[src/rtl/mem_pkg.sv]
// Shared types for the byte-serial data-memory access unit: FSM states,
// access-size encoding and the size-to-byte-count helper.
package mem_pkg;

  typedef enum logic [1:0] {
    IDLE   = 2'd0,
    ACCESS = 2'd1,
    DONE   = 2'd2
  } state_t;

  typedef enum logic [1:0] {
    SZ_B = 2'd0,
    SZ_H = 2'd1,
    SZ_W = 2'd2
  } size_t;

  function automatic logic [2:0] byte_count(size_t sz);
    case (sz)
      SZ_B:    return 3'd1;
      SZ_H:    return 3'd2;
      default: return 3'd4;
    endcase
  endfunction

endpackage

[src/rtl/load_extend.sv]
// Combinational load-result extension: sign- or zero-extends a byte or
// halfword held in the low bits of the assembled buffer; words pass through.
module load_extend
  import mem_pkg::*;
(
  input  logic [31:0] buffer,
  input  logic [1:0]  size,
  input  logic        unsign,
  output logic [31:0] ext_word
);

  always_comb begin
    ext_word = buffer;
    case (size_t'(size))
      SZ_B:    ext_word = {{24{~unsign & buffer[7]}}, buffer[7:0]};
      SZ_H:    ext_word = {{16{~unsign & buffer[15]}}, buffer[15:0]};
      default: ext_word = buffer;
    endcase
  end

endmodule

[src/rtl/mem_access_unit.sv]
// Byte-serial data-memory responder: serialises loads/stores onto an 8-bit bus
// and stalls the core via busy. Define MEM_MISALIGN_TRAP_EN to trap misaligned
// half/word accesses instead of performing them byte by byte.
module mem_access_unit
  import mem_pkg::*;
#(
  parameter int ADDR_W = 32
) (
  input  logic              clk,
  input  logic              rst_n,
  input  logic              start,
  input  logic              mem_read,
  input  logic              mem_write,
  input  logic              by,
  input  logic              half,
  input  logic              unsign,
  input  logic [ADDR_W-1:0] addr,
  input  logic [31:0]       wdata,
  output logic [31:0]       rdata,
  output logic              busy,
  output logic              done,
  output logic              misaligned,
  output logic [ADDR_W-1:0] bus_addr,
  output logic              bus_re,
  output logic              bus_we,
  output logic [7:0]        bus_wdata,
  input  logic [7:0]        bus_rdata,
  input  logic              bus_ready
);

  state_t            state_q, state_d;
  logic [ADDR_W-1:0] addr_q, addr_d;
  logic [31:0]       wdata_q, wdata_d;
  size_t             size_q, size_d;
  logic              unsign_q, unsign_d;
  logic              is_read_q, is_read_d;
  logic [1:0]        k_q, k_d;
  logic [31:0]       buffer_q, buffer_d;
  logic [31:0]       rdata_q, rdata_d;
  logic [ADDR_W-1:0] bus_addr_q, bus_addr_d;
  logic              bus_re_q, bus_re_d;
  logic              bus_we_q, bus_we_d;
  logic [7:0]        bus_wdata_q, bus_wdata_d;
  logic              done_q, done_d;
  logic              mis_q, mis_d;

  size_t             req_size;
  logic              req_valid;
  logic              mis_req;
  logic [1:0]        k_next;
  logic              last_byte;
  logic [31:0]       buffer_capt;
  logic [31:0]       ext_word;

  always_comb begin
    req_size  = by ? SZ_B : (half ? SZ_H : SZ_W);
    req_valid = start & (mem_read ^ mem_write);
`ifdef MEM_MISALIGN_TRAP_EN
    mis_req   = ((req_size == SZ_H) && addr[0]) ||
                ((req_size == SZ_W) && (addr[1:0] != 2'b00));
`else
    mis_req   = 1'b0;
`endif
    k_next    = k_q + 2'd1;
    last_byte = ({1'b0, k_q} == (byte_count(size_q) - 3'd1));
    buffer_capt = buffer_q;
    buffer_capt[{k_q, 3'b000} +: 8] = bus_rdata;
  end

  // Extension sees the buffer including the byte arriving this cycle, so
  // rdata is valid in the same cycle as done.
  load_extend u_load_extend (
    .buffer   (buffer_capt),
    .size     (size_q),
    .unsign   (unsign_q),
    .ext_word (ext_word)
  );

  always_comb begin
    state_d     = state_q;
    addr_d      = addr_q;
    wdata_d     = wdata_q;
    size_d      = size_q;
    unsign_d    = unsign_q;
    is_read_d   = is_read_q;
    k_d         = k_q;
    buffer_d    = buffer_q;
    rdata_d     = rdata_q;
    bus_addr_d  = bus_addr_q;
    bus_wdata_d = bus_wdata_q;
    bus_re_d    = 1'b0;
    bus_we_d    = 1'b0;
    done_d      = 1'b0;
    mis_d       = 1'b0;
    unique case (state_q)
      IDLE: begin
        if (req_valid) begin
          addr_d    = addr;
          wdata_d   = wdata;
          size_d    = req_size;
          unsign_d  = unsign;
          is_read_d = mem_read;
          k_d       = '0;
          buffer_d  = '0;
          if (mis_req) begin
            state_d = DONE;
            done_d  = 1'b1;
            mis_d   = 1'b1;
          end else begin
            state_d     = ACCESS;
            bus_addr_d  = addr;
            bus_re_d    = mem_read;
            bus_we_d    = mem_write;
            bus_wdata_d = wdata[7:0];
          end
        end
      end
      ACCESS: begin
        bus_re_d = bus_re_q;
        bus_we_d = bus_we_q;
        if (bus_ready) begin
          if (is_read_q) buffer_d = buffer_capt;
          if (last_byte) begin
            state_d  = DONE;
            done_d   = 1'b1;
            bus_re_d = 1'b0;
            bus_we_d = 1'b0;
            if (is_read_q) rdata_d = ext_word;
          end else begin
            k_d         = k_next;
            bus_addr_d  = addr_q + ADDR_W'(k_next);
            bus_wdata_d = wdata_q[{k_next, 3'b000} +: 8];
          end
        end
      end
      DONE:    state_d = IDLE;
      default: state_d = IDLE;
    endcase
  end

  always_ff @(posedge clk or negedge rst_n) begin
    if (!rst_n) begin
      state_q     <= IDLE;
      addr_q      <= '0;
      wdata_q     <= '0;
      size_q      <= SZ_B;
      unsign_q    <= 1'b0;
      is_read_q   <= 1'b0;
      k_q         <= '0;
      buffer_q    <= '0;
      rdata_q     <= '0;
      bus_addr_q  <= '0;
      bus_re_q    <= 1'b0;
      bus_we_q    <= 1'b0;
      bus_wdata_q <= '0;
      done_q      <= 1'b0;
      mis_q       <= 1'b0;
    end else begin
      state_q     <= state_d;
      addr_q      <= addr_d;
      wdata_q     <= wdata_d;
      size_q      <= size_d;
      unsign_q    <= unsign_d;
      is_read_q   <= is_read_d;
      k_q         <= k_d;
      buffer_q    <= buffer_d;
      rdata_q     <= rdata_d;
      bus_addr_q  <= bus_addr_d;
      bus_re_q    <= bus_re_d;
      bus_we_q    <= bus_we_d;
      bus_wdata_q <= bus_wdata_d;
      done_q      <= done_d;
      mis_q       <= mis_d;
    end
  end

  assign busy       = (state_q == ACCESS);
  assign rdata      = rdata_q;
  assign done       = done_q;
  assign misaligned = mis_q;
  assign bus_addr   = bus_addr_q;
  assign bus_re     = bus_re_q;
  assign bus_we     = bus_we_q;
  assign bus_wdata  = bus_wdata_q;

endmodule

[config.mk]
export PLATFORM = sky130hd
export DESIGN_NAME = mem_access_unit
export DESIGN_NICKNAME = d
export VERILOG_FILES = /design/src/rtl/mem_pkg.sv /design/src/rtl/load_extend.sv /design/src/rtl/mem_access_unit.sv
export SDC_FILE = /design/constraint.sdc
export NUM_CORES = 1
export LEC_CHECK = 0
export CORE_MARGIN = 2
export CORE_UTILIZATION = 45
export DETAILED_ROUTE_END_ITERATION = 8
export PLACE_DENSITY = 0.7
export REMOVE_ABC_BUFFERS = 1
export SYNTH_ARGS = -nofsm -noshare
export SYNTH_HDL_FRONTEND = slang
export SYNTH_HIERARCHICAL = 1
export SYNTH_SLANG_ARGS = --single-unit
[constraint.sdc]
create_clock -name clk -period 3.15 [get_ports clk]
set_clock_uncertainty 0.1 [all_clocks]
set_input_delay 0.63 -clock clk [delete_from_list [all_inputs] [get_ports clk]]
set_output_delay 0.63 -clock clk [all_outputs]
set_load 0.01 [all_outputs]
==> impl_metrics.yaml <==
cells_and_area:
  layout_common_cells: "nand2_1, dfrtp_1, clkdlybuf4s50_1"
  syn2layout_area_growth_pct: 27.5
  drive_gt1_share_pct: 9.55
  fin_cells: 1406
  fill_cells: 1724
  fin_area_um2: 11500
  final_common_cell: "nand2_1"
  n_antenna_cell: 0
  final_nets: 1217
clock_network:
  cts_buffer_depth: 2
  clkTransAtPathRegs_ns: 0.07
  htreeDepth: 4
  hold_buffers: 0
  cts_resized: 0
  clkLatencyLatePin_ns: 0.44
  numCtsBuffers: 17
  clkSinkCount: 179
  cts_root_buf: "clkbuf_16"
  cts_setup_buffers: 0
  cts_tree: "built"
timing:
  worst_pin_slew_ns: 0.887
  setup_violations: 0
  drv_slew: 0
  final-hold-violation-count: 0
  min_period_ns: 2.84
  min_period_over_period_pct: 90.3
  fin_hold_ws_ns: 0.0801
  rsz0062_at_grt: "no"
  max-slew-margin-rel_pct: 40.4
  max_freq_ghz: 0.352
floorplanning:
  initial_core_util_pct: 46.1
  die_area_um2: 21100
  rows: 51
  die_w_um: 145
  core_area_um2: 19500
  io_pins: 158
  dieHeight_um: 145
placed_design:
  gp_congestion: 0.797
  dpl.hpwl_um: 14800
  dp_cells: 1374
  placed_cell_area_um2: 10800
  buffer_ports.inserted: 156
yosys:
  synth-xor-area-share_pct: 2.24
  synth_top_area_share_pct: 49.8
  muxShareOfSynthArea_pct: 7.95
  syn_inst: 1000
  syn_avg_cell_area_um2: 9.00
  yosysSeqAreaShare_pct: 49.8
  async_reset_ff_share_pct: 100
  synth_seq_cells: 179
  synth_warnings: 6
  synth.top_cells.by_area: "dfrtp_1, nand2_1, o21ai_0"
  synth-compound-area-share_pct: 12.0
  synth_top_family_by_area: "simple AND/OR/NAND/NOR gates"
  syn_area_um2: 9000
  synth_edf_count: 0
  synth_ff_type: "dfrtp_1"
  synth-simple-area-share_pct: 20.3
  synth.distinct_cells: 60
  synth_top_cell_by_area: "dfrtp_1"
  synthAdderAreaFrac_pct: 1.20
status:
  status: "finished clean"
pwr:
  power_frac_seq_pct: 36.8
  clkPwrFrac_pct: 22.4
  p_leak_nw: 5.33
  pwr-share-comb_pct: 40.8
  vdd_ir_drop_max_mv: 0.764
  power_density_nw_per_um2: 910
  sw_frac_of_total_pct: 37.7
  p_int_mw: 6.50
  net-switching-power_mw: 3.94
routing:
  drc: 0
  num_vias: 7320
  post_drt_wl_per_cell_um: 15.7
  ant_nets: 0
  firstDrtPassIters: 4
  wl_um: 22100
  via_per_inst: 5.21
  first_iter_violations: 470
grt:
  grt.overflow.total: 0
  grt_pass1_vias: 7194
  grt_max_degree: 69
  antenna_found_initial: 0
  track_usage_pct: 21.3
  grt_pass1_wl_um: 36600
flow_run:
  max_cap_violations: 0
worst_setup_path:
  cp_max_fo: 8
  cp-start-kind: "flop"
  r2r.worst_path.cells: 9
  crit_path_end_kind: "flop"
  crit_type: "flop to flop"
  critPathRequiredTime_ns: 3.38
  critPathArrivalTime_ns: 3.07
min_path:
  hp-class: "primary input to async pin"
synthesized netlist by cell type (8+ instances only):
cell and n:
o21a_1 24, inv_1 61, xnor2_1 9, nand4_1 8, mux2_2 32, o21ai_0 73
nor3_1 11, o31ai_1 30, nor2_1 22, mux2i_1 15, nand3_1 13, nand2_1 341
dfrtp_1 179, clkbuf_1 38, xor2_1 14, buf_4 14, a21oi_1 8, mux4_2 8
cell type report:
| class | count | area, µm² | share of cell area, % |
|---|---|---|---|
| tap | 265 | 332 | 2.89 |
| clock inverter | 15 | 219 | 1.91 |
| timing repair buffer | 180 | 1820 | 15.8 |
| clock buffer | 17 | 425 | 3.71 |
| multi-input combinational | 688 | 3970 | 34.6 |
| inverter | 62 | 233 | 2.03 |
| sequential | 179 | 4480 | 39.0 |
kinds of logic (layout without fill, tap and decap cells):
group,count (synthesis),count (layout)
AND/OR/NAND/NOR,432,432
flip-flops,179,179
buffers and inverters,133,274
other,1,1
AO/OA/AOI/OAI,167,167
adder cells (fa/ha/maj),8,8
multiplexers,57,57
XOR/XNOR,23,23
per-layer routing:
| layer | global-route usage, % | part of all wire [%] |
|---|---|---|
| met5 | 0 | 0 |
| met4 | 7.06 | 1.8 |
| met3 | 3.98 | 5.5 |
| met2 | 34.3 | 48 |
| met1 | 29.2 | 45 |
worst max-delay path, stage by stage, from the launching register on:
cell     delay [ns]
dfrtp_1        0.37
inv_1          0.08
buf_4          0.16
ha_1           0.19
fa_1           0.30
nand4_4        0.16
or3_1          0.56
nor2_1         0.36
nand4_1        0.16
a32o_1         0.29
registers in the layout (all words and copies together), names as in the netlist:
name and cells:
addr_q 32, buffer_q 32, bus_addr 32, rdata 32
wdata_q 32, bus_wdata 8, k_q 2, size_q 2
state_q 2, bus_re 1, bus_we 1, done 1
is_read_q 1, unsign_q 1
stage by stage:
step	util (%)	setup WS, ns	TNS, ns	power, mW
2_1_floorplan	-	-3.27	-333.34	6.17
3_5_place_dp	55.5	0.192	0	8.13
3_3_place_gp	55.5	0.230	0	8.02
4_1_cts	58.8	0.313	0	10.5
5_1_grt	58.8	0.126	0	11.2
6_report	58.8	0.307	0	10.4
final timing paths:
check                                         from                       end  slack (ns)
min in group clk           wdata_q[18]$_DFFE_PN0P_   wdata_q[18]$_DFFE_PN0P_        0.37
setup / recovery                k_q[0]$_DFFE_PN0P_  bus_addr[30]$_DFFE_PN0P_        0.31
setup reg to reg                k_q[0]$_DFFE_PN0P_  bus_addr[30]$_DFFE_PN0P_        0.31
hold reg to reg            wdata_q[18]$_DFFE_PN0P_   wdata_q[18]$_DFFE_PN0P_        0.37
hold / removal                               rst_n  bus_addr[25]$_DFFE_PN0P_        0.08
max in group asynchronous                    rst_n   wdata_q[26]$_DFFE_PN0P_        2.04
power groups by stage:
| stage | clock [mW] | combinational, mW | sequential (mW) |
|---|---|---|---|
| floorplan | 0 | 2.23 | 3.93 |
| CTS | 2.38 | 4.31 | 3.83 |
| detailed placement | 0 | 4.28 | 3.86 |
| finish | 2.34 | 4.26 | 3.84 |
| global route | 2.48 | 4.71 | 3.96 |
| global placement | 0 | 4.18 | 3.85 |
Note: power is estimated with default switching activity, not from simulation.
